===== config.mk =====
export PLATFORM = sky130hd
export DESIGN_NAME = adder_bist_driver_flat
export DESIGN_NICKNAME = d
export VERILOG_FILES = /design/src/rtl/adder_bist_driver_if.sv /design/src/rtl/adder_bist_driver.sv /design/src/flat_wrapper.sv
export SDC_FILE = /design/constraint.sdc
export NUM_CORES = 1
export LEC_CHECK = 0
export BUFFER_PORTS_ARGS = -buffer_cell sky130_fd_sc_hd__clkbuf_2
export CAP_MARGIN = 20
export CORE_ASPECT_RATIO = 1.2
export CORE_UTILIZATION = 55
export DETAILED_ROUTE_END_ITERATION = 6
export PLACE_DENSITY_LB_ADDON = 0.12
export SYNTH_ARGS = -nofsm -noshare
export SYNTH_HDL_FRONTEND = slang
export SYNTH_SLANG_ARGS = --single-unit

===== constraint.sdc =====
create_clock -name clk -period 3.5 [get_ports clk]
set_input_delay 0 -clock clk [delete_from_list [all_inputs] [get_ports clk]]
set_output_delay 0 -clock clk [all_outputs]
set_load 0.005 [all_outputs]

===== src/rtl/adder_bist_driver_if.sv =====
// Operand/result bundle between the BIST driver and the adder under test.
// The master side is the driver, which owns the operands and status.
interface adder_bist_driver_if;
  logic       start;
  logic [7:0] sum_in;
  logic [7:0] op_a;
  logic [7:0] op_b;
  logic       busy;
  logic       done;
  logic       pass;
  logic [7:0] err_count;
  logic [7:0] vec_count;

  modport master (
    input  start, sum_in,
    output op_a, op_b, busy, done, pass, err_count, vec_count
  );

  modport slave (
    output start, sum_in,
    input  op_a, op_b, busy, done, pass, err_count, vec_count
  );
endinterface


===== src/rtl/adder_bist_driver.sv =====
// BIST driver: feeds LFSR vectors to an external 8-bit adder and checks the
// returned sum after a programmable wait, counting vectors and mismatches.
module adder_bist_driver #(
  parameter int N_VECTORS = 16,
  parameter int LATENCY   = 0
) (
  input  logic               clk,
  input  logic               rst,
  adder_bist_driver_if.master bus
);

  typedef enum logic [2:0] {
    IDLE  = 3'd0,
    DRIVE = 3'd1,
    WAIT  = 3'd2,
    CHECK = 3'd3,
    DONE  = 3'd4
  } state_t;

  localparam logic [15:0] SEED  = 16'hACE1;
  localparam logic [7:0]  N_VEC = 8'(N_VECTORS);
  localparam logic [3:0]  LAT   = 4'(LATENCY);

  function automatic logic [15:0] lfsr_step(input logic [15:0] q);
    return {q[14:0], q[15] ^ q[13] ^ q[12] ^ q[10]};
  endfunction

  function automatic logic [7:0] add8(input logic [7:0] a, input logic [7:0] b);
    logic [8:0] s;
    s = {1'b0, a} + {1'b0, b};
    return s[7:0];
  endfunction

  state_t      state_r, state_next;
  logic [15:0] lfsr_r, lfsr_next;
  logic [3:0]  wait_r, wait_next;
  logic [7:0]  err_r, err_next;
  logic [7:0]  vec_r, vec_next;
  logic        busy_r, busy_next;
  logic        done_r, done_next;
  logic        pass_r, pass_next;

  // Next-state, datapath and status decode; status is registered from next state.
  always_comb begin
    state_next = state_r;
    lfsr_next  = lfsr_r;
    wait_next  = wait_r;
    err_next   = err_r;
    vec_next   = vec_r;
    case (state_r)
      IDLE, DONE: begin
        if (bus.start) begin
          state_next = DRIVE;
          lfsr_next  = SEED;
          err_next   = 8'd0;
          vec_next   = 8'd0;
        end else begin
          state_next = state_r;
        end
      end
      DRIVE: begin
        wait_next = 4'd0;
        if (LAT != 4'd0) begin
          state_next = WAIT;
        end else begin
          state_next = CHECK;
        end
      end
      WAIT: begin
        if (wait_r == LAT - 4'd1) begin
          state_next = CHECK;
        end else begin
          wait_next = wait_r + 4'd1;
        end
      end
      CHECK: begin
        if ((bus.sum_in != add8(lfsr_r[15:8], lfsr_r[7:0])) && (err_r != 8'hFF)) begin
          err_next = err_r + 8'd1;
        end else begin
          err_next = err_r;
        end
        vec_next  = vec_r + 8'd1;
        lfsr_next = lfsr_step(lfsr_r);
        if (vec_next == N_VEC) begin
          state_next = DONE;
        end else begin
          state_next = DRIVE;
        end
      end
      default: begin
        state_next = IDLE;
      end
    endcase
    busy_next = (state_next == DRIVE) || (state_next == WAIT) || (state_next == CHECK);
    done_next = (state_next == DONE);
    pass_next = done_next && (err_next == 8'd0);
  end

  // State, datapath and registered status outputs.
  always_ff @(posedge clk) begin
    if (rst) begin
      state_r <= IDLE;
      lfsr_r  <= SEED;
      wait_r  <= 4'd0;
      err_r   <= 8'd0;
      vec_r   <= 8'd0;
      busy_r  <= 1'b0;
      done_r  <= 1'b0;
      pass_r  <= 1'b0;
    end else begin
      state_r <= state_next;
      lfsr_r  <= lfsr_next;
      wait_r  <= wait_next;
      err_r   <= err_next;
      vec_r   <= vec_next;
      busy_r  <= busy_next;
      done_r  <= done_next;
      pass_r  <= pass_next;
    end
  end

  assign bus.op_a      = lfsr_r[15:8];
  assign bus.op_b      = lfsr_r[7:0];
  assign bus.busy      = busy_r;
  assign bus.done      = done_r;
  assign bus.pass      = pass_r;
  assign bus.err_count = err_r;
  assign bus.vec_count = vec_r;

endmodule


===== src/flat_wrapper.sv =====
// flat-port wrapper written by rule: the top's interface ports become plain ports
module adder_bist_driver_flat 
#(
  parameter int N_VECTORS = 16,
  parameter int LATENCY   = 0
)
  (clk, rst, bus_start, bus_sum_in, bus_op_a, bus_op_b, bus_busy, bus_done, bus_pass, bus_err_count, bus_vec_count);
  adder_bist_driver_if bus_i ();
  input  logic clk;
  input  logic rst;
  input wire logic [$bits(bus_i.start)-1:0] bus_start;
  input wire logic [$bits(bus_i.sum_in)-1:0] bus_sum_in;
  output wire logic [$bits(bus_i.op_a)-1:0] bus_op_a;
  output wire logic [$bits(bus_i.op_b)-1:0] bus_op_b;
  output wire logic [$bits(bus_i.busy)-1:0] bus_busy;
  output wire logic [$bits(bus_i.done)-1:0] bus_done;
  output wire logic [$bits(bus_i.pass)-1:0] bus_pass;
  output wire logic [$bits(bus_i.err_count)-1:0] bus_err_count;
  output wire logic [$bits(bus_i.vec_count)-1:0] bus_vec_count;
  assign bus_i.start = bus_start;
  assign bus_i.sum_in = bus_sum_in;
  assign bus_op_a = bus_i.op_a;
  assign bus_op_b = bus_i.op_b;
  assign bus_busy = bus_i.busy;
  assign bus_done = bus_i.done;
  assign bus_pass = bus_i.pass;
  assign bus_err_count = bus_i.err_count;
  assign bus_vec_count = bus_i.vec_count;
  adder_bist_driver #(.N_VECTORS(N_VECTORS), .LATENCY(LATENCY)) u_core (.clk(clk), .rst(rst), .bus(bus_i));
endmodule

# [Word level (Yosys, flattened, before mapping)]
# Index checks and enable logic that the tools add are counted.
[totals] reg_bits=42 in_bits=11 out_inout_bits=35
[classes] add_sub_neg=4 eq_ne=14 mux=13 bitwise=3 reduce_logical=11
[op_table] operator="one-hot mux 16 bit (2 select lines)" n=1
[op_table] operator="one-hot mux 8 bit (2 select lines)" n=2
[op_table] operator="two-way mux 8 bit" n=3
[op_table] operator="adder 8 x 1 -> 8 bit, second input constant" n=2
[op_table] operator="two-way mux 16 bit" n=1
[op_table] operator="== test 3 x 2 -> 1 bit, second input constant" n=4
[op_table] operator="one-hot mux 3 bit (4 select lines)" n=1
[op_table] operator="two-way mux 3 bit" n=3
[op_table] operator="adder 8 bit" n=1
[op_table] operator="== test 8 x 5 -> 1 bit, second input constant" n=1
[op_table] operator="logical NOT 8 bit" n=1
[op_table] operator="!= test 8 bit" n=1
[op_table] operator="!= test 8 bit, second input constant" n=1
[op_table] operator="one-hot mux 4 bit (2 select lines)" n=1
[op_table] operator="== test 3 x 1 -> 1 bit, second input constant" n=2
[op_table] operator="== test 3 bit, second input constant" n=2
[op_table] operator="adder 4 x 1 -> 4 bit, second input constant" n=1
[op_table] operator="== test 4 bit, second input constant" n=1
[op_table] operator="two-way mux 4 bit" n=1
[op_table] operator="!= test 2 bit, second input constant" n=2
[op_table] operator="AND reduction 2 bit" n=2
[op_table] operator="nonzero test 2 bit" n=2
[op_table] operator="logical NOT 3 bit" n=1
[op_table] operator="XOR 1 bit" n=3
[op_table] operator="other kinds (3)" n=5

# [Longest topological paths before layout]
# Gate-level depths: netlist of the first run.
[depth] word_depth=7 mapped_depth=10

# [Least setup slack after synthesis of the first run]
# Ideal clock, no wire load.
[synth_path] path_kind="reg2reg" startpoint="register u_core.lfsr_r[0]" endpoint="register u_core.pass_r (netlist: u_core.bus.pass)" setup_time_ns=0.088 t_arrival_ns=2.478 required_ns=3.412 setup_slack_ns=0.934 stages_incl_launch_ff=11 path_buffers=0 period_less_slack_ns=2.566 path_cell_list="dfxtp_1 > ha_1 > fa_1 > xnor2_1 > nand2_1 > nor4_4 > nand4b_4 > o21ai_0 > mux2i_1 > o211ai_1 > nor4_2"
[synth_via] elab_chain_len=7
[synth_rtl] item="start, declared" line_no="adder_bist_driver.sv:35" source="logic [15:0] lfsr_r, lfsr_next;"
[synth_rtl] item="start signal, assigned" line_no="adder_bist_driver.sv:112" source="lfsr_r <= lfsr_next;"
[synth_rtl] item="adder 8 bit" line_no="adder_bist_driver.sv:30" source="s = {1'b0, a} + {1'b0, b};"
[synth_rtl] item="!= test 8 bit" line_no="adder_bist_driver.sv:77" source="if ((bus.sum_in != add8(lfsr_r[15:8], lfsr_r[7:0])) && (err_r != 8'hFF)) begin"
[synth_rtl] item="logical AND 1 bit" line_no="adder_bist_driver.sv:77"
[synth_rtl] item="two-way mux 8 bit" line_no="adder_bist_driver.sv:77"
[synth_rtl] item="one-hot mux 8 bit (2 select lines)" line_no="adder_bist_driver.sv:50" source="case (state_r)"
[synth_rtl] item="logical NOT 8 bit" line_no="adder_bist_driver.sv:96" source="pass_next = done_next && (err_next == 8'd0);"
[synth_rtl] item="logical AND 1 bit" line_no="adder_bist_driver.sv:96"
[synth_rtl] item="end signal, assigned" line_no="adder_bist_driver.sv:118" source="pass_r <= pass_next;"
[synth_rtl] item="end, declared" line_no="adder_bist_driver.sv:41" source="logic pass_r, pass_next;"
# Every way passes these cells.
# A chain may end at the register's enable or synchronous reset.

# [Worst setup path in the final report of the first run]
[layout_path] startpoint="register u_core.lfsr_r[8]" endpoint="register u_core.pass_r (netlist: u_core.bus.pass)"
# The elaborated chain is that of the path after synthesis.

==> results of run 1 <==
## where the power goes
part | switching [mW] | leakage, nW | internal [mW]
clock network | 0.158 | 0.0573 | 0.228
registers | 0.0183 | 0.340 | 0.490
logic | 0.0936 | 0.719 | 0.0623
total | 0.270 | 1.12 | 0.780
## logic make-up after synthesis
group,after synthesis,share of synthesized area
muxes,3,0.0129
DFF,42,0.360
buffers and inverters,16,0.0263
and+or+nand+nor,117,0.275
AOI/OAI and AO/OA,73,0.200
adders and majority gates,11,0.0622
xor gates and xnor gates,17,0.0638
## through the flow
step / cell area [um2] / hold slack [ns] / cells / power, mW
3_3_place_gp: 2590 / 0.344 / 367 / 0.671
4_1_cts: 2710 / 0.0296 / 374 / 1.06
6_report: 2710 / 0.0395 / 374 / 1.05
2_1_floorplan: 2330 / 0.0685 / 279 / 0.636
5_1_grt: 2710 / 0.0497 / 374 / 1.10
3_5_place_dp: 2590 / 0.342 / 367 / 0.674
## registers in the layout, indices dropped and copies added, names as in the netlist
name	count
u_core.lfsr_r	16
u_core.bus.err_count	8
u_core.bus.vec_count	8
u_core.wait_r	4
u_core.state_r	3
u_core.bus.busy	1
u_core.bus.done	1
u_core.bus.pass	1
## area by class of cell
type / count / area, um2 / area share
multi-input cells: 221 / 1430 / 0.530
flip-flops and latches: 42 / 841 / 0.311
repair buffers: 47 / 240 / 0.0888
clock buffers: 6 / 82.6 / 0.0305
well taps: 54 / 67.6 / 0.0250
clock inverters: 1 / 30.0 / 0.0111
inverters: 3 / 11.3 / 0.00416
## synthesized netlist by cell type (2+ instances only)
library cell,number
dfxtp_1,42
nor2_1,38
a21oi_1,21
nand2_1,16
nand3_1,13
clkbuf_1,12
a22oi_1,11
o21ai_0,11
ha_1,10
nand2b_1,10
xnor2_1,10
and3_1,9
o22ai_1,9
o211ai_1,7
xor2_1,7
nor3_1,6
nor3b_1,4
or3_1,4
a21o_1,3
inv_1,3
mux2i_1,3
nor2b_1,3
a311oi_1,2
nand4_1,2
o211a_1,2
or2_2,2
## worst register-to-register path: stages (launching register included)
cell and delay, ns:
dfxtp_1 0.40, ha_1 0.22, fa_1 0.44, xnor2_1 0.17
nand2_1 0.10, nor4_4 0.33, nand4b_4 0.20, o21ai_0 0.25
mux2i_1 0.25, o211ai_1 0.14, nor4_2 0.22
## cell usage in the layout (no fill, tap or decap), types with 2 or more instances in the layout
master,count
clkbuf_8,6
nor2_1,38
nand4_1,2
o21ai_0,11
or2_2,2
nand3_1,13
ha_1,10
nor3b_1,4
dfxtp_1,42
xnor2_1,10
or3_1,4
a21o_1,3
inv_1,3
nand2b_1,10
xor2_1,7
a22oi_1,11
o22ai_1,9
nor2b_1,3
a311oi_1,2
and3_1,9
mux2i_1,3
o211a_1,2
nand2_1,16
a21oi_1,21
o211ai_1,7
buf_4,2
clkbuf_2,45
nor3_1,6
## worst max path at each step
stage / from / endpoint / slack [ns] / depth (start not counted)
floorplan: u_core.lfsr_r[0] / u_core.bus.pass / 0.93 / 10
detailed placement: u_core.lfsr_r[8] / u_core.bus.pass / 0.72 / 10
finish: u_core.lfsr_r[8] / u_core.bus.pass / 0.71 / 10
global route: u_core.lfsr_r[8] / u_core.bus.pass / 0.47 / 10
CTS: u_core.lfsr_r[8] / u_core.bus.pass / 0.71 / 10
global placement: u_core.lfsr_r[0] / u_core.bus.pass / 0.82 / 10
## routing by layer
layer | share of wire | track usage | up-vias | wire (um)
li1 | - | - | 1104 | -
met1 | 0.47 | 0.328 | 992 | 2480
met2 | 0.47 | 0.397 | 58 | 2450
met3 | 0.047 | 0.0458 | 6 | 244
met4 | 0.0092 | 0.0691 | 0 | 48
met5 | 0 | 0 | - | 0
==> out/metrics.yaml, run 1 <==
grt:
  grt.total_usage: 0.245
  grt_overflow: 0
  grt_start_max_net_pins: 42
  grt_pass1_vias: 1848
  grt_pass1_wl_um: 8380
  antenna_found_initial: 0
finish:
  final_util: 0.676
  antenna_cells: 0
  drive_above_1_share: 0.194
  fill_cells: 376
  syn2layout_area_growth_pct: 15.9
  num-nets-final: 342
cts:
  cts.repair.resized: 0
  cts_buffers: 5
  post-cts-setup-buffers: 0
  clkSinkCount: 42
  clkLatencyLatePin_ns: 0.29
  holdBufCountCts: 0
  clk_pin_slew_ns: 0.08
  cts_tree: "done"
  htree_levels: 2
  cts_root_buffer: "clkbuf_8"
  clk_path_buf_depth: 2
sta:
  fin_tns_setup_ns: 0
  worst_slack_ns: 0.706
  min_period_ns: 2.79
  min_period_over_period: 0.798
  rsz0062_at_grt: "false"
  fmax_mhz: 358
  worst_pin_slew_ns: 0.953
  setup_viol: 0
  finalHoldViolCount: 0
  drv_slew: 0
  clock_skew_ns: 0.00844
  slew_headroom: 0.363
setup_path:
  r2r-start: "u_core.lfsr_r[8]"
  worstPathCellList: "ha_1 > fa_1 > xnor2_1 > nand2_1 > nor4_4 > nand4b_4 > o21ai_0 > mux2i_1 > o211ai_1 > nor4_2"
  r2r_setup_slack_ns: 0.71
  timing.rr.end: "u_core.bus.pass"
  crit_path_max_incr_delay_ns: 0.44
  path_buf_inv: 0
  crit_path_top_delay_cell: "fa_1"
  worstPathRequired_ns: 3.71
  critical_path_arrival_ns: 3.00
  end_kind: "flip-flop"
  crit_fanout: 8
  cpLargestDelayFamily: "simple AND/OR/NAND/NOR gates"
  crit_type: "reg -> reg"
  ff2ff_path_depth: 10
  worstSetupStartpointType: "flip-flop"
synthesis:
  postSynthCellCount: 279
  netlist.area_leader.share: 0.360
  yosysWarnings: 0
  avgSynthCellArea_um2: 8.37
  synth_area_leader_cell: "dfxtp_1"
  synth.cell_area_um2: 2330
  async_reset_ff_frac: 0
  ys_types: 45
  synth_area_leaders: "dfxtp_1 (36%), nor2_1 (6.1%), ha_1 (5.4%), a21oi_1 (4.5%), xnor2_1 (3.8%)"
  ys.flop_type: "dfxtp_1"
  synth-edff-count: 0
  ys_ff_latch: 42
  yosysSeqAreaShare: 0.360
  synth_nets: 301
floorplan:
  start_util: 0.583
  die_w_um: 61.5
  die_y_um: 73.4
  core_um2: 4000
  ios: 46
  rows: 25
  dieArea_um2: 4510
power:
  p_leak_nw: 1.12
  pwr_density_cell_nw_per_um2: 388
  peakVddDrop_mv: 0.325
worst_hold_path:
  min_to: "u_core.state_r[2]"
  min_from: "bus_start"
  hold_path_class: "in -> reg"
  worstHoldPathCells: 3
drt:
  drt_iter0_markers: 144
  vias: 2160
  drc: 0
  vias_per_cell: 5.78
  ant_nets: 0
  wl_um: 5210
  firstDrtPassIters: 4
  wl_per_cell_um: 13.9
place:
  routabilityCongestion: 0.870
  post-place-ws_ns: 0.719
  port_buffers: 45
  place_hpwl_um: 3730
run:
  drv_cap: 0
outcome:
  run_status: "complete, no violations"
No activity file was read; power rests on OpenSTA's default activity.
==> run 2: changes to the inputs <==
clock period = 2.87 ns   (was 3.5 ns; I/O delays follow)
==> run 2 against run 1 <==
Against the previous run: count of clock-buffer cells in the layout is the same; die area unchanged; non-clock buffer count up 2; combinational power is 25% higher; cell count is 0.80% higher; sequential power increased by 22%; critical path type unchanged; largest power group unchanged.
==> out/metrics.yaml, run 2 (same netlist as run 1, synthesis figures left out) <==
outcome:
  run_status: "complete, no violations"
setup_path:
  cp.depth: 10
  worstPathCellList: "ha_1 > fa_1 > xnor2_1 > nand2_1 > nor4_4 > nand4b_4 > o211a_1 > mux2i_1 > o211ai_1 > nor4_2"
  end_kind: "flip-flop"
  crit_path_max_incr_delay_ns: 0.50
  worstPathRequired_ns: 3.08
  crit_path_top_delay_cell: "fa_1"
  crit_type: "reg -> reg"
  critical_path_arrival_ns: 2.88
  path_buf_inv: 0
  ff2ff_path_depth: 10
  r2r-start: "u_core.lfsr_r[0]"
  worstSetupStartpointType: "flip-flop"
  crit_fanout: 8
  startpoint: "u_core.lfsr_r[0]"
  cpLargestDelayFamily: "simple AND/OR/NAND/NOR gates"
drt:
  drt_iter0_markers: 114
  drc: 0
  ant_nets: 0
  vias_per_cell: 5.77
  wl_um: 5250
  vias: 2174
  firstDrtPassIters: 4
  wl_per_cell_um: 13.9
place:
  routabilityCongestion: 0.863
  dp_cells: 368
  place_hpwl_um: 3730
  port_buffers: 45
  post-place-ws_ns: 0.125
sta:
  slew_headroom: 0.481
  fmax_mhz: 374
  clock_skew_ns: 0.00986
  worst_pin_slew_ns: 0.778
  fin_tns_setup_ns: 0
  setup_viol: 0
  worst_slack_ns: 0.193
  min_period_ns: 2.68
  min_period_over_period: 0.933
  finalHoldViolCount: 0
  drv_slew: 0
cts:
  clkSinkCount: 42
  clk_pin_slew_ns: 0.09
  htree_levels: 2
  clk_path_buf_depth: 2
  holdBufCountCts: 0
  cts_buffers: 5
  cts_root_buffer: "clkbuf_8"
  clkLatencyLatePin_ns: 0.29
  cts_tree: "done"
grt:
  grt_pass1_vias: 1889
  grt_pass1_wl_um: 8270
  grt.total_usage: 0.241
  grt_start_max_net_pins: 42
  antenna_found_initial: 0
  grt_overflow: 0
power:
  pwr_density_cell_nw_per_um2: 445
  p_leak_nw: 1.10
  peakVddDrop_mv: 0.372
floorplan:
  core_um2: 4000
  die_y_um: 73.4
  ios: 46
  rows: 25
  dieArea_um2: 4510
  start_util: 0.583
  die_w_um: 61.5
finish:
  largest_register_ffs: 16
  top_register: "u_core.lfsr_r"
  num-nets-final: 344
  final_util: 0.678
  final_common_cell: "clkbuf_2"
  antenna_cells: 0
  syn2layout_area_growth_pct: 16.3
  final_cells: 377
  mostFrequentLayoutCells: "clkbuf_2 (45), dfxtp_1 (41), nor2_1 (38)"
  fill_cells: 378
  drive_above_1_share: 0.207
worst_hold_path:
  min_from: "bus_start"
  hold_path_class: "in -> reg"
  worstHoldPathCells: 3
run:
  drv_cap: 0
## run 2: power by group
group	total [mW]	switching, mW	leakage (nW)	internal [mW]
logic	0.195	0.117	0.717	0.0786
clock network	0.395	0.201	0.0472	0.193
registers	0.619	0.0218	0.340	0.597
## run 2: worst paths after layout
path	end	slack, ns
worst max-delay path	u_core.bus.pass	0.19
worst min-delay path	u_core.state_r[2]	0.03
worst min register to register	u_core.bus.vec_count[7]	0.52
worst max register to register	u_core.bus.pass	0.19
## run 2: metrics by stage
stage | instance area [um2] | hold WS [ns] | power (mW)
after floorplan | 2330 | 0.0685 | 0.775
after global placement | 2600 | 0.344 | 0.822
after detailed placement | 2600 | 0.342 | 0.825
after CTS | 2700 | 0.0285 | 1.21
after global routing | 2720 | 0.0598 | 1.27
final | 2720 | 0.0270 | 1.21
## run 2: final cells by class
| cell class | count | area (um2) | area share |
|---|---|---|---|
| clock buffer | 6 | 82.6 | 0.0304 |
| tap | 54 | 67.6 | 0.0249 |
| inverter | 3 | 11.3 | 0.00415 |
| clock inverter | 2 | 12.5 | 0.00461 |
| multi-input combinational | 221 | 1440 | 0.532 |
| sequential | 42 | 842 | 0.310 |
| timing repair buffer | 49 | 255 | 0.0940 |
## run 2: tightest hold or removal path, stage by stage
cell	delay (ns)
clkbuf_2	0.08
or4_1	0.13
a21oi_2	0.06
## run 2: what timing repair did
item	in CTS	in global routing
gates resized for setup	0	4
setup endpoints to repair	0	2
setup buffers	0	1
## run 2: routing by layer
metal / wire, um / part of all wire / global-route usage / vias to the layer above
met5: 0 / 0 / 0 / -
met1: 2430 / 0.46 / 0.312 / 1003
met2: 2520 / 0.48 / 0.396 / 62
met3: 220 / 0.042 / 0.0423 / 8
met4: 73 / 0.014 / 0.0889 / 0
li1: - / - / - / 1101
==> run 3: changes to the inputs <==
PLACE_DENSITY = 0.8   (was not set)
PLACE_DENSITY_LB_ADDON = not set   (was 0.12)
==> run 3 against run 2 <==
Against the previous run: cell count is the same; power grew 6.9%; register-to-register slack is essentially flat; non-clock buffer count is the same; hold slack gained 0.0060 ns; critical endpoint unchanged; largest power group unchanged; highest routed layer unchanged.
==> out/metrics.yaml, run 3 (same netlist as run 1, synthesis figures left out) <==
outcome:
  run_status: "complete, no violations"
drt:
  vias: 2237
  ant_nets: 0
  firstDrtPassIters: 4
  drt_iter0_markers: 196
  wl_um: 5530
  wl_per_cell_um: 14.7
  drc: 0
  vias_per_cell: 5.93
floorplan:
  rows: 25
  core_um2: 4000
  start_util: 0.583
  die_w_um: 61.5
  dieArea_um2: 4510
  die_y_um: 73.4
  ios: 46
sta:
  min_period_ns: 2.68
  drv_slew: 0
  slew_headroom: 0.487
  rsz0062_at_grt: "false"
  hold_slack_ns: 0.0330
  finalHoldViolCount: 0
  min_period_over_period: 0.932
  fin_tns_setup_ns: 0
  setup_viol: 0
  clock_skew_ns: 0.00572
  fmax_mhz: 374
  worst_pin_slew_ns: 0.769
setup_path:
  crit_fanout: 8
  end_kind: "flip-flop"
  critical_path_arrival_ns: 2.90
  worstSetupStartpointType: "flip-flop"
  crit_type: "reg -> reg"
  worstPathRequired_ns: 3.09
grt:
  grt_overflow: 0
  grt.total_usage: 0.266
  grt_pass1_wl_um: 9130
  antenna_found_initial: 0
  grt_pass1_vias: 2070
  grt_start_max_net_pins: 42
power:
  pwr_density_cell_nw_per_um2: 473
  peakVddDrop_mv: 0.299
  p_leak_nw: 1.11
finish:
  final_common_cell: "clkbuf_2"
  num-nets-final: 344
  antenna_cells: 0
  syn2layout_area_growth_pct: 17.0
  top_register: "u_core.lfsr_r"
  multi_input_area_um2: 1440
  drive_above_1_share: 0.204
  regArea_um2: 841
  mostFrequentLayoutCells: "clkbuf_2 (45), dfxtp_1 (42), nor2_1 (38)"
  largest_register_ffs: 16
  fill_cells: 365
cts:
  cts_buffers: 5
  cts_tree: "done"
  holdBufCountCts: 0
  cts_root_buffer: "clkbuf_8"
  clk_pin_slew_ns: 0.09
  clkSinkCount: 42
  clkLatencyLatePin_ns: 0.30
  htree_levels: 2
  clk_path_buf_depth: 2
place:
  routabilityCongestion: 0.901
  place_hpwl_um: 3870
  port_buffers: 45
run:
  drv_cap: 0
worst_hold_path:
  hold_path_class: "in -> reg"
[run 3: cell count changes in the layout (fill, tap and decap cells not counted), sizes merged]
cell and delta:
clkinvlp +1, clkinv -1, bufinv +1, clkbuf -1
[run 3: final cells by class]
cell class              count  area share
well taps                  54      0.0247
inverters                   3     0.00412
repair buffers             49      0.0934
flip-flops and latches     42       0.308
multi-input cells         221       0.528
clock inverters             3      0.0165
clock buffers               5      0.0252
[run 3: path summary, 6_finish.rpt]
check	slack [ns]	to	cells after the start	start
max	0.19	u_core.bus.pass	9	u_core.lfsr_r[10]
max reg2reg	0.19	u_core.bus.pass	9	u_core.lfsr_r[10]
min	0.03	u_core.state_r[2]	3	bus_start
min reg2reg	0.53	u_core.bus.vec_count[7]	1	u_core.bus.vec_count[7]
[run 3: repair_timing]
action | 4_1_cts | 5_1_grt
resized for setup | 0 | 3
buffers inserted | 0 | 1
endpoints found under the setup margin | 0 | 2
[run 3: metal layers]
metal	vias to the layer above	GRT usage	part of all wire
met1	1046	0.330	0.43
met4	0	0.0963	0.020
met2	79	0.446	0.49
li1	1099	-	-
met3	13	0.0599	0.056
met5	-	0	0
[run 3: where the power goes]
group	internal [mW]	leakage (nW)	total (mW)	switching (mW)
Clock	0.259	0.0504	0.478	0.219
Combinational	0.0783	0.717	0.195	0.117
Sequential	0.597	0.340	0.620	0.0227
Total	0.934	1.11	1.29	0.359
[run 3: critical path, cell delays in order (launching register included)]
cell and delay (ns):
dfxtp_1 0.45, ha_1 0.32, a21oi_1 0.31, a21oi_1 0.20, nor4_4 0.30, nand4b_4 0.22
o21ai_2 0.21, mux2i_1 0.26, o211ai_1 0.13, nor4_2 0.20
[run 3: per-stage QoR]
stage | cells | utilization | instance area [um2] | setup WS [ns] | total power, mW
after global routing | 377 | 0.683 | 2730 | 0.0300 | 1.35
final | 377 | 0.683 | 2730 | 0.194 | 1.29
after global placement | 368 | 0.649 | 2600 | 0.217 | 0.821
after detailed placement | 368 | 0.649 | 2600 | 0.113 | 0.826
after floorplan | 279 | - | 2330 | 0.304 | 0.775
after CTS | 376 | 0.678 | 2710 | 0.0929 | 1.30
